**src/rtl/mc_control_fsm.sv**
```systemverilog
// ---------------------------------------------------------------------------
// mc_control_fsm
// Main control state machine for a multi-cycle RV32I-style datapath. It walks
// each instruction through fetch, decode and a class-specific execute
// sequence, and steers the datapath muxes and write enables every cycle.
//
// Ports
//   clk        in   rising-edge clock
//   rst        in   synchronous, active-high reset
//   opcode     in   instruction[6:0]; meaningful from DECODE onward
//   mem_ready  in   memory finished the current request this cycle
//   br_taken   in   branch comparator result
//   mem_req    out  memory request, held until mem_ready is seen
//   mem_we     out  write qualifier for mem_req
//   ir_write   out  instruction register write enable
//   pc_write   out  PC write enable
//   reg_write  out  register file write enable
//   pc_src     out  00 ALU result, 01 ALUOut register
//   imm_sel    out  000 I, 001 S, 010 SB, 011 U, 100 UJ
//   alu_src_a  out  00 PC, 01 rs1, 10 zero, 11 old_pc
//   alu_src_b  out  00 rs2, 01 constant 4, 10 immediate
//   alu_op     out  00 add, 01 compare, 10 funct-decoded
//   wb_sel     out  00 ALU, 01 memory data, 10 PC (link)
//   trap       out  sticky illegal-opcode flag
//   state      out  current state (debug)
// ---------------------------------------------------------------------------
module mc_control_fsm #(
   parameter int STATE_W = 4
) (
   input  logic               clk,
   input  logic               rst,
   input  logic [6:0]         opcode,
   input  logic               mem_ready,
   input  logic               br_taken,
   output logic               mem_req,
   output logic               mem_we,
   output logic               ir_write,
   output logic               pc_write,
   output logic               reg_write,
   output logic [1:0]         pc_src,
   output logic [2:0]         imm_sel,
   output logic [1:0]         alu_src_a,
   output logic [1:0]         alu_src_b,
   output logic [1:0]         alu_op,
   output logic [1:0]         wb_sel,
   output logic               trap,
   output logic [STATE_W-1:0] state
);

   typedef enum logic [STATE_W-1:0] {
      S_FETCH    = STATE_W'(0),
      S_DECODE   = STATE_W'(1),
      S_MEM_ADDR = STATE_W'(2),
      S_MEM_RD   = STATE_W'(3),
      S_MEM_WB   = STATE_W'(4),
      S_MEM_WR   = STATE_W'(5),
      S_EXEC     = STATE_W'(6),
      S_ALU_WB   = STATE_W'(7),
      S_BRANCH   = STATE_W'(8),
      S_JUMP     = STATE_W'(9),
      S_UPPER    = STATE_W'(10),
      S_TRAP     = STATE_W'(11)
   } state_t;

   localparam logic [6:0] OP_LOAD   = 7'b0000011;
   localparam logic [6:0] OP_STORE  = 7'b0100011;
   localparam logic [6:0] OP_OP     = 7'b0110011;
   localparam logic [6:0] OP_IMM    = 7'b0010011;
   localparam logic [6:0] OP_BRANCH = 7'b1100011;
   localparam logic [6:0] OP_JAL    = 7'b1101111;
   localparam logic [6:0] OP_JALR   = 7'b1100111;
   localparam logic [6:0] OP_LUI    = 7'b0110111;
   localparam logic [6:0] OP_AUIPC  = 7'b0010111;

   state_t     state_q, state_d;
   logic       trap_q;

   logic       mem_req_c, mem_we_c, ir_write_c, pc_write_c, reg_write_c;
   logic [1:0] pc_src_c, alu_src_a_c, alu_src_b_c, alu_op_c, wb_sel_c;
   logic [2:0] imm_sel_c;

   // NOTE: state registers use non-blocking assignments so every flop samples
   // the pre-edge value of its inputs regardless of block ordering.
   always_ff @(posedge clk) begin
      if (rst) begin
         state_q <= S_FETCH;
         trap_q  <= 1'b0;
      end else begin
         state_q <= state_d;
         if (state_d == S_TRAP) trap_q <= 1'b1;
      end
   end

   always_comb begin
      // NOTE: every combinational output gets a default before the case so no
      // path leaves a signal unassigned and a latch is never inferred.
      state_d     = state_q;
      mem_req_c   = 1'b0;
      mem_we_c    = 1'b0;
      ir_write_c  = 1'b0;
      pc_write_c  = 1'b0;
      reg_write_c = 1'b0;
      pc_src_c    = 2'b00;
      imm_sel_c   = 3'b000;
      alu_src_a_c = 2'b00;
      alu_src_b_c = 2'b00;
      alu_op_c    = 2'b00;
      wb_sel_c    = 2'b00;

      unique case (state_q)
         S_FETCH: begin
            mem_req_c = 1'b1;
            if (mem_ready) begin
               // PC <= PC + 4 in the same cycle the instruction is latched.
               ir_write_c  = 1'b1;
               pc_write_c  = 1'b1;
               alu_src_b_c = 2'b01;
               state_d     = S_DECODE;
            end
         end
         S_DECODE: begin
            // Speculatively compute old_pc + imm so ALUOut holds the target.
            alu_src_a_c = 2'b11;
            alu_src_b_c = 2'b10;
            imm_sel_c   = (opcode == OP_JAL) ? 3'b100 : 3'b010;
            unique case (opcode)
               OP_LOAD, OP_STORE: state_d = S_MEM_ADDR;
               OP_OP, OP_IMM:     state_d = S_EXEC;
               OP_BRANCH:         state_d = S_BRANCH;
               OP_JAL, OP_JALR:   state_d = S_JUMP;
               OP_LUI, OP_AUIPC:  state_d = S_UPPER;
               default:           state_d = S_TRAP;
            endcase
         end
         S_MEM_ADDR: begin
            alu_src_a_c = 2'b01;
            alu_src_b_c = 2'b10;
            imm_sel_c   = (opcode == OP_STORE) ? 3'b001 : 3'b000;
            state_d     = (opcode == OP_STORE) ? S_MEM_WR : S_MEM_RD;
         end
         S_MEM_RD: begin
            mem_req_c = 1'b1;
            if (mem_ready) state_d = S_MEM_WB;
         end
         S_MEM_WB: begin
            reg_write_c = 1'b1;
            wb_sel_c    = 2'b01;
            state_d     = S_FETCH;
         end
         S_MEM_WR: begin
            mem_req_c = 1'b1;
            mem_we_c  = 1'b1;
            if (mem_ready) state_d = S_FETCH;
         end
         S_EXEC: begin
            alu_src_a_c = 2'b01;
            alu_op_c    = 2'b10;
            alu_src_b_c = (opcode == OP_IMM) ? 2'b10 : 2'b00;
            state_d     = S_ALU_WB;
         end
         S_ALU_WB: begin
            reg_write_c = 1'b1;
            state_d     = S_FETCH;
         end
         S_BRANCH: begin
            alu_src_a_c = 2'b01;
            alu_op_c    = 2'b01;
            pc_write_c  = br_taken;
            pc_src_c    = 2'b01;
            state_d     = S_FETCH;
         end
         S_JUMP: begin
            reg_write_c = 1'b1;
            wb_sel_c    = 2'b10;
            pc_write_c  = 1'b1;
            if (opcode == OP_JAL) begin
               pc_src_c = 2'b01;
            end else begin
               // JALR target is rs1 + imm, taken straight from the ALU.
               alu_src_a_c = 2'b01;
               alu_src_b_c = 2'b10;
            end
            state_d = S_FETCH;
         end
         S_UPPER: begin
            imm_sel_c   = 3'b011;
            alu_src_b_c = 2'b10;
            reg_write_c = 1'b1;
            alu_src_a_c = (opcode == OP_LUI) ? 2'b10 : 2'b11;
            state_d     = S_FETCH;
         end
         S_TRAP: state_d = S_TRAP;
         default: state_d = S_FETCH;
      endcase
   end

   // Outputs are forced low for the whole reset cycle, before the state
   // register has actually been cleared.
   assign mem_req   = mem_req_c   & ~rst;
   assign mem_we    = mem_we_c    & ~rst;
   assign ir_write  = ir_write_c  & ~rst;
   assign pc_write  = pc_write_c  & ~rst;
   assign reg_write = reg_write_c & ~rst;
   assign pc_src    = rst ? 2'b00 : pc_src_c;
   assign imm_sel   = rst ? 3'b000 : imm_sel_c;
   assign alu_src_a = rst ? 2'b00 : alu_src_a_c;
   assign alu_src_b = rst ? 2'b00 : alu_src_b_c;
   assign alu_op    = rst ? 2'b00 : alu_op_c;
   assign wb_sel    = rst ? 2'b00 : wb_sel_c;
   assign trap      = trap_q & ~rst;
   assign state     = rst ? '0 : state_q;

endmodule

```
**config.mk**
```make
export PLATFORM = sky130hd
export DESIGN_NAME = mc_control_fsm
export DESIGN_NICKNAME = d
export VERILOG_FILES = /design/src/rtl/mc_control_fsm.sv
export SDC_FILE = /design/constraint.sdc
export NUM_CORES = 1
export LEC_CHECK = 0
export ABC_CLOCK_PERIOD_IN_PS = 3600
export CAP_MARGIN = 20
export CORE_MARGIN = 8
export CORE_UTILIZATION = 35
export DETAILED_ROUTE_END_ITERATION = 10
export MAX_ROUTING_LAYER = met4
export PLACE_DENSITY = 0.68
export REMOVE_ABC_BUFFERS = 1
export SLEW_MARGIN = 0
export SYNTH_ARGS = -nofsm -noshare
export SYNTH_HDL_FRONTEND = slang
export SYNTH_SLANG_ARGS = --single-unit
```
**constraint.sdc**
```tcl
create_clock -name clk -period 3.6 [get_ports clk]
set_input_delay 0.72 -clock clk [delete_from_list [all_inputs] [get_ports clk]]
set_output_delay 0.72 -clock clk [all_outputs]
set_load 0.005 [all_outputs]
```
Word-level counts from Yosys, hierarchy flattened. Index checks and enable logic that the tools add are counted.

Register bits after elaboration: 5. Latch bits: 0. Bits in writable memories: 0. Memory bits (read-only): 0. Input port bits: 11. Word-level logic and storage cells: 72. Memories kept: 0.

$add $sub $neg: 0. Multiply operators: 0. Divide/modulo/power cells: 0. Magnitude comparators: 0. Equal/unequal tests: 21. Shift operators: 0. Multiplexer cells: 33. Bitwise operators: 7. Reductions and logical operators: 9.

Operator list (count): 4-bit one-hot mux with 7 select lines (1); 7-bit by 6-bit == test with 1-bit output, second input constant (3); 7-bit == test, second input constant (3); 4-bit == test, second input constant (5); 4-bit one-hot mux with 5 select lines (1); 4-bit by 3-bit == test with 1-bit output, second input constant (4); 4-bit two-way mux (4); 2-bit one-hot mux with 4 select lines (2); 7-bit by 5-bit == test with 1-bit output, second input constant (2); 2-bit two-way mux (7); 1-bit two-way mux (10); 3-bit two-way mux (3); 3-bit one-hot mux with 3 select lines (1); 3-bit OR reduction (3); 4-bit by 2-bit == test with 1-bit output, second input constant (2); 2-bit one-hot mux with 2 select lines (2); 2-bit OR reduction (4); 7-bit by 2-bit == test with 1-bit output, second input constant (1); 1-bit AND (6); 4-bit by 1-bit == test with 1-bit output, second input constant (1); 4-bit logical NOT (1); 4-bit OR reduction (1); 1-bit one-hot mux with 3 select lines (1); 1-bit one-hot mux with 2 select lines (1); 1-bit inverter (1).

Longest topological paths before layout. Gate-level depths: netlist (run 1).

Depth in word-level cells: 5. Mapped depth: 7. Mapped depth without buffers: 5.

Worst setup path before layout (run 1). Ideal clock, no wire load.

Path kind: input -> output. Start: input opcode[3]. End: output alu_src_b[1]. Data arrival time: 1.486 ns. Path slack: 1.394 ns. Stages on the path: 4. Buffers on the path: 0. Cell sequence: nor4_2 > a32oi_1 > o22a_1 > nor2_1.

Cells in the longest elaborated chain, start to end: 4. Elaborated cells between the ends (all ways): 6. Classes of those cells: 2 x eq/ne; 4 x mux.

Ends and longest elaborated chain: start: declaration (line 32) `input logic [6:0] opcode,`; 7-bit == test or 7-bit by 5-bit == test with 1-bit output (tied branches) (line 176, 158); 2-bit two-way mux, on equally long branches (line 176, 158); 2-bit one-hot mux with 4 select lines * (line 110) `unique case (state_q)`; 2-bit two-way mux * (line 207) `assign alu_src_b = rst ? 2'b00 : alu_src_b_c;`; end: declaration (line 43) `output logic [1:0] alu_src_b,`.

Every way passes the cells marked *; elsewhere a longest branch is shown, timed or not.

Worst setup path in the final report (run 1). Same ends and word-level chain as after synthesis.

==> flow_metrics.env, run 1 <==
export IMPL_netlist_top_cells_area="dfxtp_1 13%, nor2_1 7.2%, a21oi_1 6.4%"
export IMPL_synth_avg_cell_area_um2=7.00
export IMPL_port_buffers=32
export IMPL_insertedDiodeCount=0
export IMPL_area_growth_pct=38.4
export IMPL_fin_area_um2=1090
export IMPL_rrSetupSlack_ns=1.74
export IMPL_hold_class="register to register"
export IMPL_status="finished clean"
export IMPL_crit_start="opcode[3]"
export IMPL_r2r_end="trap_q"
export IMPL_synth_cell_type_count=42
export IMPL_clk_pin_slew_worst_paths_ns=0.05
export IMPL_crit_path_start_kind="input port"
export IMPL_cp_end_kind="output pin"
export IMPL_ys_seq_area_share_pct=12.8
export IMPL_hold_end="trap_q"
export IMPL_tns_ns=0
export IMPL_antenna_found_initial=0
export IMPL_grt_pass1_vias=901
export IMPL_cts_tree="built"
export IMPL_worst_path_buf_inv=2
export IMPL_cp_arrival_ns=2.65
export IMPL_hold_viol=0
export IMPL_grt_pass1_wl_mm=4.05
export IMPL_ios=34
export IMPL_fin_skew_ns=0.00653
export IMPL_ctsResizeCount=0
export IMPL_hpwl_mm=1.82
export IMPL_relSlewSlack_pct=59.4
export IMPL_setup_violations_final=0
export IMPL_ys_warnings_count=0
export IMPL_clock_sinks=5
export IMPL_grt_max_degree=19
export IMPL_maxCapViolCount=0
export IMPL_drcViolationCount=0
export IMPL_ff_latch_area_um2=100
export IMPL_crit_chain="clkdlybuf4s50_1, nor4_2, a32oi_1, o22a_1, nor2_1, clkdlybuf4s50_1"
export IMPL_post_cts_buffers=0
export IMPL_worst_pin_slew_ns=0.608
export IMPL_hold_depth=2
export IMPL_clk_latency_ns=0.24
export IMPL_avgViaCountPerCell=5.44
export IMPL_grt_overflow=0
export IMPL_min_period_ns=3.37
export IMPL_required_ns=2.88
export IMPL_fmax_mhz=297
export IMPL_cp_common_cell="clkdlybuf4s50_1"
export IMPL_core_um2=2170
export IMPL_rsz0062_at_grt="false"
export IMPL_yosys_area_top_type="dfxtp_1"
export IMPL_grt_usage_pct=12.0
export IMPL_final_antenna_net_count=0
export IMPL_initial_utilization_pct=36.2
export IMPL_clock_tree_buffer_depth=2
export IMPL_dr_pass1_iters=4
export IMPL_htreeDepth=1
export IMPL_cts_buffers=3
export IMPL_multiInputGateArea_um2=582
export IMPL_finalNetCount=152
export IMPL_drt_initial_drc_count=20
export IMPL_placed_cell_area_um2=1060
export IMPL_vias=914
export IMPL_row_count=17
export IMPL_path_max_fanout=6
export IMPL_rr_worst_depth=3
export IMPL_cp_slowest_cell="clkdlybuf4s50_1"
export IMPL_gp_congestion=0.922
export IMPL_leakagePower_nw=0.390
export IMPL_powerDensity_nw_per_um2=518
export IMPL_critPathKind="input port to output pin"
export IMPL_wl_mm=2.37
export IMPL_layout_drive_gt1_share_pct=10.0
export IMPL_dieArea_um2=4010
export IMPL_irDropWorstVdd_v=0.000267
export IMPL_dieWidth_um=63.3
export IMPL_syn_area_um2=785
export IMPL_reg2reg_from="state_q[1]"
export IMPL_synth_seq_cells=5
export IMPL_synth_top_cell_area_share_pct=12.8
export IMPL_crit_family="buffers and inverters"
export IMPL_slowest_delay_ns=0.52
export IMPL_routedWlPerCell_um=14.1
export IMPL_path_depth=6
export IMPL_die_h_um=63.3
export IMPL_holdBufCountCts=0
export IMPL_nFillCells=227
export IMPL_post_route_period_util_pct=93.6
export IMPL_synthCells=112
export IMPL_slew_violations=0
export IMPL_worstHoldStart="trap_q"
export IMPL_cts_root_buf="clkbuf_4"
[worst max-delay path by stage]
stage,end,slack (ns)
finish,alu_src_b[1],0.23
global route,alu_src_b[1],0.1
CTS,alu_src_b[1],0.23
detailed placement,alu_src_b[1],0.26
global placement,alu_src_b[1],0.28
floorplan,alu_src_b[1],1.39
[worst min-delay path: stages, from the launching register on]
cell	delay [ns]
dfxtp_1	0.30
inv_1	0.07
o32ai_2	0.07
[kinds of logic (layout without fill, tap and decap cells)]
family | count (synthesis) | count (layout) | share of synthesized area (%)
and+or+nand+nor | 60 | 60 | 42.6
AOI/OAI and AO/OA | 33 | 33 | 31.1
buffers and inverters | 13 | 41 | 13.1
DFF | 5 | 5 | 12.8
other | 1 | 1 | 0.478
[cells in the mapped netlist]
library cell  instances
clkbuf_8              1
a32oi_1               1
a31oi_1               3
nor2_1               15
buf_8                 1
nand3b_1              1
nand2b_1              4
o31ai_1               1
buf_4                 2
and4b_1               1
nor2b_1               8
conb_1                1
a21oi_1              10
o21ai_0               4
buf_2                 2
dfxtp_1               5
nand2_2               1
o22a_1                1
or2b_1                1
nor4_1                5
a311oi_2              1
a22oi_1               2
and4_2                1
o21bai_1              1
nor4_2                1
nand2_1               8
or3_1                 2
a211oi_2              1
a311oi_1              1
buf_6                 3
a21o_1                2
o21a_1                1
and2b_2               1
nor3_1                7
inv_1                 4
o32ai_2               1
nor3_2                1
nand2b_2              1
a2111oi_2             1
nand4_1               1
a211o_1               2
and3_1                1
[per-layer routing]
layer / global-route usage [%] / up-vias / routed length, µm / share of wire [%]
met3: 1.94 / 4 / 147 / 6.2
met2: 19.3 / 35 / 1100 / 46
li1: - / 464 / - / -
met1: 14.5 / 411 / 1080 / 46
met4: 5.29 / 0 / 38 / 1.6
met5: - / - / 0 / 0
[where the power goes]
group          switching [mW]  total [mW]  internal (mW)
logic                   0.179       0.369          0.190
registers              0.0581       0.129         0.0712
clock network          0.0221      0.0640         0.0419
[metrics by stage]
stage | instances | total power [mW] | setup slack [ns] | hold WS [ns] | util [%]
5_1_grt | 168 | 0.616 | 0.0967 | 0.513 | 50.1
6_report | 168 | 0.563 | 0.232 | 0.485 | 50.1
4_1_cts | 168 | 0.563 | 0.232 | 0.489 | 50.1
2_1_floorplan | 103 | 0.340 | 1.39 | 0.443 | -
3_3_place_gp | 164 | 0.494 | 0.278 | 0.461 | 48.8
3_5_place_dp | 164 | 0.498 | 0.258 | 0.485 | 48.8
[area by class of cell]
| type | instances | area share [%] |
|---|---|---|
| tap | 28 | 3.23 |
| inverter | 4 | 1.38 |
| sequential | 5 | 9.22 |
| timing repair buffer | 33 | 30.2 |
| clock buffer | 4 | 2.42 |
| multi-input combinational | 94 | 53.6 |
[registers in the layout, summed over array words and instances, names as in the netlist]
signal / count
state_q: 4
trap_q: 1
[cells in the final DEF, fill, tap and decap left out, drive strengths merged]
cell           Yosys  final
a2111oi            1      1
a211o              2      2
a211oi             1      1
a21o               2      2
a21oi             10     10
a22oi              2      2
a311oi             2      2
a31oi              3      3
a32oi              1      1
and2b              1      1
and3               1      1
and4               1      1
and4b              1      1
buf                8      1
clkbuf             1      4
clkdlybuf4s50      0     32
conb               1      1
dfxtp              5      5
inv                4      4
nand2              9      9
nand2b             5      5
nand3b             1      1
nand4              1      1
nor2              15     15
nor2b              8      8
nor3               8      8
nor4               6      6
o21a               1      1
o21ai              4      4
o21bai             1      1
o22a               1      1
o31ai              1      1
o32ai              1      1
or2b               1      1
or3                2      2
(Power assumes the default switching activity.)
==> inputs of run 2 (changes only) <==
- CAP_MARGIN: 20 -> default
==> results of run 2 <==
The final DEF is identical to that of run 1; final timing and power are the same.
==> inputs of run 3 (changes only) <==
- ABC_AREA: default -> 1
- CORE_UTILIZATION: 35 -> 42
- PLACE_DENSITY: 0.68 -> 0.93
==> flow_metrics.env, run 3 <==
export IMPL_status="finished clean"
export IMPL_grt_pass1_wl_mm=3.55
export IMPL_final_common_cell="clkdlybuf4s50_1"
export IMPL_maxCapViolCount=0
export IMPL_grt_met3_usage_pct=3.65
export IMPL_rsz0062_at_grt="false"
export IMPL_initial_utilization_pct=44.9
export IMPL_synth_avg_cell_area_um2=5.00
export IMPL_gp_congestion=0.827
export IMPL_post_route_period_util_pct=87.3
export IMPL_rr_worst_depth=6
export IMPL_synthCells=135
export IMPL_dp_cells=181
export IMPL_syn_area_um2=676
export IMPL_dr_pass1_iters=4
export IMPL_synth_cell_type_count=21
export IMPL_ys_seq_area_share_pct=14.8
export IMPL_synth_async_reset_ratio_pct=0
export IMPL_fin_skew_ns=0.00512
export IMPL_drt_initial_drc_count=19
export IMPL_crit_path_start_kind="input port"
export IMPL_synth_most_common_cell="nor2_1"
export IMPL_synth_top_cell_area_share_pct=17.2
export IMPL_tns_ns=0
export IMPL_reg2reg_from="state_q[0]"
export IMPL_leakagePower_nw=0.510
export IMPL_cp_end_kind="output pin"
export IMPL_hold_class="register to register"
export IMPL_hold_viol=0
export IMPL_nFillCells=158
export IMPL_hold_depth=3
export IMPL_routedWlPerCell_um=11.1
export IMPL_pre_cts_ws_ns=0.460
export IMPL_synth_common_cells="31 x nor2_1, 28 x nand2_1, 22 x inv_1"
export IMPL_port_buffers=32
export IMPL_largest_registers="state_q (4), trap_q (1)"
export IMPL_placed_cell_area_um2=1010
export IMPL_mostFrequentLayoutCells="32 x clkdlybuf4s50_1, 31 x nor2_1, 28 x nand2_1"
export IMPL_vias=933
export IMPL_final_antenna_net_count=0
export IMPL_crit_chain="clkdlybuf4s50_1, inv_1, nor2_1, nand4_1, nand2_1, nand3_1, nand2_1, inv_1, clkdlybuf4s50_1"
export IMPL_wl_mm=2.05
export IMPL_ios=34
export IMPL_rrSetupSlack_ns=2.34
export IMPL_required_ns=2.88
export IMPL_post_cts_buffers=0
export IMPL_dieWidth_um=56.1
export IMPL_clk_pin_slew_worst_paths_ns=0.05
export IMPL_avgViaCountPerCell=5.04
export IMPL_slowest_delay_ns=0.50
export IMPL_globalRouteMet2Util_pct=22.7
export IMPL_antenna_found_initial=0
export IMPL_layout_drive_gt1_share_pct=9.47
export IMPL_finalNetCount=181
export IMPL_netlist_top_cells_area="nor2_1 17%, nand2_1 16%, dfxtp_1 15%"
export IMPL_grt_overflow=0
export IMPL_die_h_um=56.1
export IMPL_synth_seq_cells=5
export IMPL_irDropWorstVdd_v=0.000232
export IMPL_hpwl_mm=1.72
export IMPL_critPathKind="input port to output pin"
export IMPL_cts_buffers=3
export IMPL_cp_slowest_cell="clkdlybuf4s50_1"
export IMPL_crit_start="opcode[6]"
export IMPL_holdBufCountCts=0
export IMPL_largest_reg_flops=4
export IMPL_fin_hold_ws_ns=0.588
export IMPL_fin_ws_ns=0.459
export IMPL_min_period_ns=3.14
export IMPL_yosys_area_top_type="nor2_1"
export IMPL_cp_arrival_ns=2.42
export IMPL_insertedDiodeCount=0
export IMPL_drcViolationCount=0
export IMPL_ctsResizeCount=0
export IMPL_grt_use_met1_pct=14.1
export IMPL_ys_warnings_count=0
export IMPL_fin_area_um2=1030
export IMPL_fmax_mhz=318
export IMPL_clock_sinks=5
export IMPL_clock_tree_buffer_depth=2
export IMPL_cts_tree="built"
export IMPL_synth_edf_count=0
export IMPL_dieArea_um2=3150
export IMPL_power_mw=0.384
export IMPL_grt_max_degree=20
export IMPL_powerDensity_nw_per_um2=372
export IMPL_gr_max_usage_layer="met2"
export IMPL_fin_util_pct=68.7
export IMPL_core_um2=1510
export IMPL_grt_pass1_vias=860
export IMPL_htreeDepth=1
export IMPL_worstHoldStart="trap_q"
export IMPL_path_max_fanout=4
export IMPL_final_cells=185
export IMPL_cts_root_buf="clkbuf_4"
export IMPL_row_count=14
export IMPL_grt_usage_pct=13.0
export IMPL_slew_violations=0
export IMPL_setup_violations_final=0
export IMPL_regMostFlops="state_q"
export IMPL_clk_latency_ns=0.25
export IMPL_area_growth_pct=53.1
export IMPL_synth_top_flop_cell="dfxtp_1"
[run 3: cell count changes after synthesis, moves of 3 or more]
cell,previous run,this run
nor2b_1,8,0
inv_1,4,22
nand2b_1,4,0
buf_6,3,0
nor3_1,7,3
o21ai_0,4,1
inv_2,0,5
nand3_1,0,11
nor4_1,5,0
nor2_1,15,31
nand2_1,8,28
[run 3: per-layer routing]
layer	share of wire (%)	wire length [µm]	vias up
met2	49	996	31
met4	0.64	13	0
met5	0	0	-
met1	44	910	415
met3	6.2	126	2
li1	-	-	485
[run 3: kinds of logic (layout without fill, tap and decap cells)]
logic type | Yosys count | in the layout | share of synthesized area (%)
other | 1 | 1 | 0.555
buffers and inverters | 30 | 64 | 17.2
AOI/OAI and AO/OA | 17 | 17 | 14.4
DFF | 5 | 5 | 14.8
and+or+nand+nor | 82 | 82 | 53.0
[run 3: report_power, final]
part	total, mW	switching [mW]	internal, mW	leakage [nW]
clock	0.0679	0.0258	0.0421	0.0150
sequential	0.0832	0.0174	0.0659	0.0409
combinational	0.233	0.120	0.113	0.454
[run 3: worst max-delay path, delay by kind of cell]
family | cells | cell delay (ns)
buffers and inverters | 4 | 1.02
AND/OR/NAND/NOR | 5 | 0.66
[run 3: path summary, 6_finish.rpt]
kind,endpoint
min,trap_q
min reg2reg,trap_q
max,alu_src_a[0]
max reg2reg,trap_q
[run 3: layout make-up]
cell class                      instances  area, µm²  area share (%)
Clock buffer                            4       26.3            2.54
Inverter                               27        101            9.79
Multi-Input combinational cell        100        459            44.4
Sequential cell                         5        100            9.67
Tap cell                               16       20.0            1.93
Timing Repair Buffer                   33        328            31.7
